===== config.mk =====
export PLATFORM = sky130hd
export DESIGN_NAME = countdown_ctrl_flat
export DESIGN_NICKNAME = d
export VERILOG_FILES = /design/src/rtl/countdown_ctrl_pkg.sv /design/src/rtl/countdown_ctrl_if.sv /design/src/rtl/countdown_ctrl_tick_gen.sv /design/src/rtl/countdown_ctrl.sv /design/src/flat_wrapper.sv
export SDC_FILE = /design/constraint.sdc
export NUM_CORES = 1
export LEC_CHECK = 0
export CORE_UTILIZATION = 58
export CTS_CLUSTER_SIZE = 20
export DETAILED_ROUTE_END_ITERATION = 7
export PLACE_DENSITY = 0.76
export SLEW_MARGIN = 0
export SYNTH_ARGS = -nofsm -noshare
export SYNTH_HDL_FRONTEND = slang
export SYNTH_HIERARCHICAL = 1
export SYNTH_SLANG_ARGS = --single-unit

===== constraint.sdc =====
create_clock -name clk -period 2.7 [get_ports clk]
set_input_delay 0.54 -clock clk [delete_from_list [all_inputs] [get_ports clk]]
set_output_delay 0.54 -clock clk [all_outputs]
set_load 0.1 [all_outputs]

===== src/rtl/countdown_ctrl_pkg.sv =====
// Shared encodings for the countdown-timer controller and the BCD down-counter.
package countdown_ctrl_pkg;

    localparam int unsigned DIGIT_W = 4;

    // Counter command; the counter decodes the same values.
    typedef enum logic [1:0] {
        CMD_IDLE     = 2'd0,
        CMD_STOP     = 2'd1,
        CMD_COUNTING = 2'd2
    } cnt_cmd_e;

    typedef enum logic [1:0] {
        S_IDLE   = 2'd0,
        S_RUN    = 2'd1,
        S_PAUSE  = 2'd2,
        S_FINISH = 2'd3
    } state_e;

    // Two-digit BCD count as fed back from the counter.
    typedef struct packed {
        logic [DIGIT_W-1:0] tens;
        logic [DIGIT_W-1:0] units;
    } bcd_count_t;

    function automatic logic is_zero(input bcd_count_t c);
        return (c.tens == '0) && (c.units == '0);
    endfunction

endpackage


===== src/rtl/countdown_ctrl_if.sv =====
// Controller-side bundle: button levels, counter feedback and counter command/status.
interface countdown_ctrl_if;
    import countdown_ctrl_pkg::*;

    logic               btn_start;
    logic               btn_clear;
    logic [DIGIT_W-1:0] tens;
    logic [DIGIT_W-1:0] units;
    cnt_cmd_e           cnt_state;
    logic               running;
    logic               alarm;
    logic               tick;

    // Environment side: buttons and counter.
    modport master (
        output btn_start, btn_clear, tens, units,
        input  cnt_state, running, alarm, tick
    );

    // Controller side.
    modport slave (
        input  btn_start, btn_clear, tens, units,
        output cnt_state, running, alarm, tick
    );
endinterface


===== src/rtl/countdown_ctrl_tick_gen.sv =====
// Prescaler producing one tick every TICK_DIV enabled cycles; holds its phase when disabled.
module countdown_ctrl_tick_gen #(
    parameter int unsigned TICK_DIV = 100000000
) (
    input  logic clk,
    input  logic rst_n,
    input  logic en,
    input  logic clr,
    output logic tick
);
    localparam int unsigned     CNT_W = (TICK_DIV > 2) ? $clog2(TICK_DIV) : 1;
    localparam logic [CNT_W-1:0] LAST = CNT_W'(TICK_DIV - 1);

    logic [CNT_W-1:0] cnt_q;

    // Wrap pulse only while counting.
    assign tick = en & (cnt_q == LAST);

    // Prescaler: clear wins, otherwise count and wrap while enabled.
    always_ff @(posedge clk or negedge rst_n) begin
        if (!rst_n) begin
            cnt_q <= '0;
        end else if (clr) begin
            cnt_q <= '0;
        end else if (en) begin
            cnt_q <= tick ? '0 : cnt_q + CNT_W'(1);
        end
    end
endmodule


===== src/rtl/countdown_ctrl.sv =====
// Sequencing controller for the two-digit BCD countdown timer.
module countdown_ctrl
    import countdown_ctrl_pkg::*;
#(
    parameter int unsigned TICK_DIV    = 100000000,
    parameter int unsigned ALARM_TICKS = 5
) (
    input  logic             clk,
    input  logic             rst_n,
    countdown_ctrl_if.slave  bus
);
    localparam int unsigned ALARM_W = (ALARM_TICKS > 0) ? $clog2(ALARM_TICKS + 1) : 1;

    state_e             state_q;
    state_e             state_d;
    cnt_cmd_e           cmd;
    logic               start_q;
    logic               clear_q;
    logic               armed_q;
    logic               start_p;
    logic               clear_p;
    logic               tick;
    logic               count_zero;
    logic               alarm_open;
    logic [ALARM_W-1:0] alarm_cnt_q;
    bcd_count_t         count;

    assign count      = '{tens: bus.tens, units: bus.units};
    assign count_zero = is_zero(count);
    assign alarm_open = alarm_cnt_q < ALARM_W'(ALARM_TICKS);

    // Rising-edge detect; a button already high when reset releases is not a press.
    assign start_p = armed_q & bus.btn_start & ~start_q;
    assign clear_p = armed_q & bus.btn_clear & ~clear_q;

    // Previous button levels and post-reset arming flag.
    always_ff @(posedge clk or negedge rst_n) begin
        if (!rst_n) begin
            start_q <= 1'b0;
            clear_q <= 1'b0;
            armed_q <= 1'b0;
        end else begin
            start_q <= bus.btn_start;
            clear_q <= bus.btn_clear;
            armed_q <= 1'b1;
        end
    end

    // Time base runs while counting or alarming, keeps its phase while paused.
    countdown_ctrl_tick_gen #(
        .TICK_DIV (TICK_DIV)
    ) u_tick_gen (
        .clk   (clk),
        .rst_n (rst_n),
        .en    ((state_q == S_RUN) || (state_q == S_FINISH)),
        .clr   (state_q == S_IDLE),
        .tick  (tick)
    );

    // FSM state register.
    always_ff @(posedge clk or negedge rst_n) begin
        if (!rst_n) begin
            state_q <= S_IDLE;
        end else begin
            state_q <= state_d;
        end
    end

    // Next state and counter command; COUNTING only on a tick that stays in S_RUN.
    always_comb begin
        state_d = state_q;
        cmd     = CMD_STOP;
        case (state_q)
            S_IDLE: begin
                cmd = CMD_IDLE;
                if (start_p) state_d = S_RUN;
            end
            S_RUN: begin
                if (count_zero)   state_d = S_FINISH;
                else if (start_p) state_d = S_PAUSE;
                else if (tick)    cmd     = CMD_COUNTING;
            end
            S_PAUSE: begin
                if (start_p) state_d = S_RUN;
            end
            S_FINISH: begin
                if (start_p) state_d = S_IDLE;
            end
            default: state_d = S_IDLE;
        endcase
        if (clear_p) begin
            state_d = S_IDLE;
            if (cmd == CMD_COUNTING) cmd = CMD_STOP;
        end
    end

    // Alarm duration: restart on entry to S_FINISH, count ticks up to the limit.
    always_ff @(posedge clk or negedge rst_n) begin
        if (!rst_n) begin
            alarm_cnt_q <= '0;
        end else if ((state_d == S_FINISH) && (state_q != S_FINISH)) begin
            alarm_cnt_q <= '0;
        end else if ((state_q == S_FINISH) && tick && alarm_open) begin
            alarm_cnt_q <= alarm_cnt_q + ALARM_W'(1);
        end
    end

    assign bus.cnt_state = cmd;
    assign bus.running   = (state_q == S_RUN);
    assign bus.alarm     = (state_q == S_FINISH) && alarm_open;
    assign bus.tick      = tick;
endmodule

===== src/flat_wrapper.sv =====
// flat-port wrapper written by rule: the top's interface ports become plain ports
module countdown_ctrl_flat import countdown_ctrl_pkg::*;
#(
    parameter int unsigned TICK_DIV    = 100000000,
    parameter int unsigned ALARM_TICKS = 5
)
  (clk, rst_n, bus_btn_start, bus_btn_clear, bus_tens, bus_units, bus_cnt_state, bus_running, bus_alarm, bus_tick);
  countdown_ctrl_if bus_i ();
  input  logic clk;
  input  logic rst_n;
  input wire logic [$bits(bus_i.btn_start)-1:0] bus_btn_start;
  input wire logic [$bits(bus_i.btn_clear)-1:0] bus_btn_clear;
  input wire logic [$bits(bus_i.tens)-1:0] bus_tens;
  input wire logic [$bits(bus_i.units)-1:0] bus_units;
  output wire logic [$bits(bus_i.cnt_state)-1:0] bus_cnt_state;
  output wire logic [$bits(bus_i.running)-1:0] bus_running;
  output wire logic [$bits(bus_i.alarm)-1:0] bus_alarm;
  output wire logic [$bits(bus_i.tick)-1:0] bus_tick;
  assign bus_i.btn_start = bus_btn_start;
  assign bus_i.btn_clear = bus_btn_clear;
  assign bus_i.tens = bus_tens;
  assign bus_i.units = bus_units;
  assign bus_cnt_state = bus_i.cnt_state;
  assign bus_running = bus_i.running;
  assign bus_alarm = bus_i.alarm;
  assign bus_tick = bus_i.tick;
  countdown_ctrl #(.TICK_DIV(TICK_DIV), .ALARM_TICKS(ALARM_TICKS)) u_core (.clk(clk), .rst_n(rst_n), .bus(bus_i));
endmodule

# Word level (Yosys, flattened, before mapping)
# Index checks and enable logic that the tools add are counted.
# word_totals
elab_cells	52
ff_bits	35
# classes
magnitude_cmp	1
muxes	17
n_bitwise	7
reduce_logical	12
eq_ne	7
addsub	2
# ops
cell	count
$mux W27	3
$add A27 B1 Y27 const B	1
$eq A27 B27 Y1 const B	1
$mux W2	10
$eq A2 B2 Y1 const B	4
$logic_not A4 Y1	2
$mux W3	2
$pmux W2 S3	1
$and A1 B1 Y1	5
$logic_and A1 B1 Y1	5
$pmux W2 S2	1
$reduce_bool A2 Y1	2
$add A3 B1 Y3 const B	1
$lt A3 B3 Y1 const B	1
$eq A2 B1 Y1 const B	1
$logic_not A2 Y1	1
$ne A2 B2 Y1 const B	1
$not A1 Y1	2
$reduce_or A2 Y1	1
$logic_or A1 B1 Y1	1

# Longest topological paths before layout
# depth
word_depth	10
mapped_depth	7
ltp_nobuf	7

# Cells and area by module
# The synthesis kept the hierarchy.
# modules_own_cells
mod	seq_area_each_um2	area_each_um2	cells_per_inst	n_inst
countdown_ctrl_tick_gen	675.6	1609.0	178	1
countdown_ctrl	200.2	493.0	43	1

# Least setup slack after synthesis
# OpenSTA, ideal clock, no wires.
# synth_path
kind	flip-flop to output port
from	reg u_core.u_tick_gen.cnt_q[19]
to	out bus_cnt_state[0]
t_arrival_ns	4.094
stages_incl_launch_ff	6
required_ns	2.160
path_slack_ns	-1.934
n_path_buf	1
cell_sequence	dfrtp_1 -> or4_1 -> or4_1 -> buf_6 -> nor2_1 -> a41oi_2
# synth_via
elab_chain_len	9
# synth_lines
element	line_no	source
start: declaration	countdown_ctrl_tick_gen.sv:14	logic [CNT_W-1:0] cnt_q;
start signal: assignment	countdown_ctrl_tick_gen.sv:26	cnt_q <= tick ? '0 : cnt_q + CNT_W'(1);
$eq A27 B27 Y1 (*)	countdown_ctrl_tick_gen.sv:17	assign tick = en & (cnt_q == LAST);
$and A1 B1 Y1 (*)	countdown_ctrl_tick_gen.sv:17	
named net bus_tick	flat_wrapper.sv:18	output wire logic [$bits(bus_i.tick)-1:0] bus_tick;
$mux W2 (*)	countdown_ctrl.sv:81	else if (tick) cmd = CMD_COUNTING;
$mux W2 (*)	countdown_ctrl.sv:80	else if (start_p) state_d = S_PAUSE;
$mux W2 (*)	countdown_ctrl.sv:79	if (count_zero) state_d = S_FINISH;
$pmux W2 S2 (*)	countdown_ctrl.sv:73	case (state_q)
$eq A2 B2 Y1	countdown_ctrl.sv:93	if (cmd == CMD_COUNTING) cmd = CMD_STOP;
$mux W2	countdown_ctrl.sv:93	
$mux W2 (*)	countdown_ctrl.sv:91	if (clear_p) begin
end: declaration	flat_wrapper.sv:15	output wire logic [$bits(bus_i.cnt_state)-1:0] bus_cnt_state;
# Mark *: on every way through the listed nets, which the timed path passes. The rest lies on a longest branch.

# Final worst setup path
# layout_path
from	reg u_core.u_tick_gen.cnt_q[10]
to	out bus_cnt_state[1]
# layout_via
elab_chain_len	9
# layout_lines
element	line_no
$eq A27 B27 Y1 (*)	countdown_ctrl_tick_gen.sv:17
$and A1 B1 Y1 (*)	countdown_ctrl_tick_gen.sv:17
$mux W2 (*)	countdown_ctrl.sv:81
$mux W2 (*)	countdown_ctrl.sv:80
$mux W2 (*)	countdown_ctrl.sv:79
$pmux W2 S2 (*)	countdown_ctrl.sv:73
$eq A2 B2 Y1	countdown_ctrl.sv:93
$mux W2	countdown_ctrl.sv:93
$mux W2 (*)	countdown_ctrl.sv:91
# Every way passes the cells marked *; elsewhere a longest branch is shown, timed or not.

==> flow_summary.yaml <==
sta:
  drv_slew: 0
  hold_slack_ps: 544.2
  fin_ws_ps: -108.1
  final.min_clock_period_ps: 2808
  rsz0062_at_grt: "true"
  hold_viol_final: 0
  fin_worst_skew_ps: 11.83
  fmax_mhz: 356.1
  setup_violations: 3
  finalCritPeriodShare: 1.040
layout:
  area_growth_pct: 19.23
  mostFrequentLayoutCells: "dfrtp_1 (35), buf_4 (19), nand2_1 (17)"
  final_common_cell: "dfrtp_1"
  seq_area_sq_um: 875.8
  multi_input_comb_area_sq_um: 1187
  layout.nets: 265
  drive_above_1_share: 0.1865
  antenna_cells: 0
  nFillCells: 260
  final_area_sq_um: 2506
floorplan:
  start_util: 0.6154
  core_area_sq_um: 3416
  io-pin-count: 17
  fp.dieW_um: 62.20
  dieArea_sq_um: 3869
  num_rows: 21
  dieHeight_um: 62.20
clock_tree:
  clk_latency_ps: 360
  htreeDepth: 2
  clk_pin_slew_ps: 110
  cts_buffers: 5
  cts_tree: "yes"
  hold_buffers: 0
  cts-root-buf: "clkbuf_4"
  cts_buffer_depth: 2
  clock-sinks: 35
power_and_ir_drop:
  irDropWorstVdd_mv: 0.3422
  p_total_mw: 1.132
  power_frac_comb: 0.242
  power_frac_seq: 0.497
  p_leak_nw: 0.9328
  power_switching_share: 0.3466
  power_frac_clock: 0.262
  powerDensity_nw_per_um2: 451.7
  p_int_mw: 0.7396
  p_sw_mw: 0.3924
grt:
  grt_max_degree: 36
  overflow: 0
  grt_pass1_wl_mm: 8.845
  grt_antenna_before_repair: 0
  grt_pass1_vias: 1914
  grt_usage: 0.2909
drt:
  vias: 1966
  dr.first_iter.drc_count: 153
  postRouteWirelength_mm: 5.189
  drt-pass1-iter-count: 5
  remaining_drc_errors: 0
  ant_nets: 0
  vias_per_cell: 6.597
  wl_per_cell_um: 17.41
critical_path:
  cpPeakStageDelay_ps: 520
  crit_path_start: "u_core/u_tick_gen/cnt_q[10]"
  critical_path.max_fanout: 4
  worstSetupPathType: "flop to output pin"
  crit_buf_inv: 1
  crit_family: "simple AND/OR/NAND/NOR gates"
  end_kind: "output pin"
  critPathRequiredTime_ps: 2160
  crit_chain: "or4_1 -> or4_4 -> nor2_4 -> and3_4 -> buf_12"
  r2r-end: "u_core/u_tick_gen/cnt_q[15]"
  r2r_start: "u_core/u_tick_gen/cnt_q[10]"
  r2r_setup_slack_ps: 400
  rr_worst_depth: 6
  cp_slowest_cell: "or4_1"
  arrival_ps: 2270
  startpoint_type: "flop"
placed_design:
  place_area_sq_um: 2400
  portBuffers: 16
  dp_hpwl_mm: 3.608
  place_congestion: 0.8648
synth:
  synth_nets: 235
  synth_flop_cell: "dfrtp_1"
  netlist_instances: 221
  synth_warnings: 6
  syn_area_sq_um: 2102
  ys_types: 54
  yosys_register_bits: 35
  synth-edff-count: 0
  synth_area_per_cell_sq_um: 9.511
  yosysSeqAreaShare: 0.4167
  async_flop_share: 1.000
  synth_top_area_cell: "dfrtp_1"
  synth_top_area_frac: 0.4167
  synth_area_leaders: "dfrtp_1 (42%), a21oi_1 (3.6%), nand3_1 (3.6%)"
hold_path:
  hp-class: "flop to flop"
  hold_end: "u_core/alarm_cnt_q[0]"
  min_path_cells: 1
  hp-start: "u_core/alarm_cnt_q[0]"
run_status:
  violations: "negative setup slack"
  status: "complete, but fails checks"
run:
  drv_cap: 0
-- final cells by class --
class                      count  area share
multi-input combinational    172      0.4738
timing repair buffer          33      0.1248
sequential                    35      0.3495
clock buffer                   5     0.01498
clock inverter                 3    0.007988
tap                           46     0.02297
inverter                       4    0.005991
-- cell families (layout without fill, tap and decap cells) --
logic type                 count (synthesis)  count (layout)  synth area share
AOI/OAI and AO/OA                         57              57            0.1941
xor gates and xnor gates                   9               9           0.03750
adders and majority gates                  2               2           0.01190
buffers and inverters                     14              45           0.03274
DFF                                       35              35            0.4167
muxes                                      1               1          0.004762
other                                      1               1          0.001784
and+or+nand+nor                          102             102            0.3006
-- Yosys cell counts (all sizes together) (2+ instances only) --
cell	count
o22ai	2
and2	2
nor2b	2
o21ai	15
nand3	15
a21oi	15
and4	2
or4	10
o31a	2
a31oi	2
xor2	5
or3	7
inv	4
ha	2
nand2b	4
nor2	15
dfrtp	35
nand4	9
o31ai	5
clkbuf	7
nor4	6
xnor2	4
nand2	17
o41a	2
o221ai	2
a221oi	2
nand3b	2
and3	6
buf	3
-- metal layers --
layer	global-route usage	vias up	part of all wire
met1	0.3389	938	0.40
met4	0.1134	0	0.024
met5	0	-	0
li1	-	905	-
met3	0.06066	18	0.078
met2	0.5206	105	0.50
-- metrics by stage --
| stage | utilization | setup slack (ps) | TNS [ps] | cells |
|---|---|---|---|---|
| global route | 0.7337 | -166.8 | -383.3 | 298 |
| finish | 0.7337 | -108.1 | -208.1 | 298 |
| CTS | 0.7271 | -136.9 | -297.7 | 295 |
| floorplan | - | -409.9 | -754.6 | 221 |
| global placement | 0.7026 | 209.9 | 0 | 284 |
| detailed placement | 0.7026 | 157.7 | 0 | 284 |
-- worst max-delay path by stage --
stage	end	slack [ps]	cells past startpoint
2_1_floorplan	bus_cnt_state[0]	-410	5
3_5_place_dp	bus_cnt_state[0]	160	5
6_report	bus_cnt_state[1]	-110	5
4_1_cts	bus_cnt_state[1]	-140	5
3_3_place_gp	bus_cnt_state[0]	210	5
5_1_grt	bus_cnt_state[1]	-170	5
-- repair_timing --
action,4_1_cts,5_1_grt
endpoints found under the setup margin,3,3
pin swaps,1,1
buffers inserted,3,3
gates cloned,0,0
gates resized for setup,1,0
-- flip-flops by register name, indices dropped and copies added (netlist names) --
signal,count
u_core/clear_q,1
u_core/state_q,2
u_core/u_tick_gen/cnt_q,27
u_core/armed_q,1
u_core/alarm_cnt_q,3
u_core/start_q,1
-- power by group through the flow --
| stage | Clock (mW) | Sequential [mW] | Combinational, mW |
|---|---|---|---|
| after global routing | 0.321 | 0.565 | 0.297 |
| after CTS | 0.302 | 0.563 | 0.275 |
| final | 0.296 | 0.562 | 0.274 |
| after global placement | 0 | 0.571 | 0.265 |
| after floorplan | 0 | 0.570 | 0.183 |
| after detailed placement | 0 | 0.573 | 0.275 |
(Power assumes the default switching activity.)
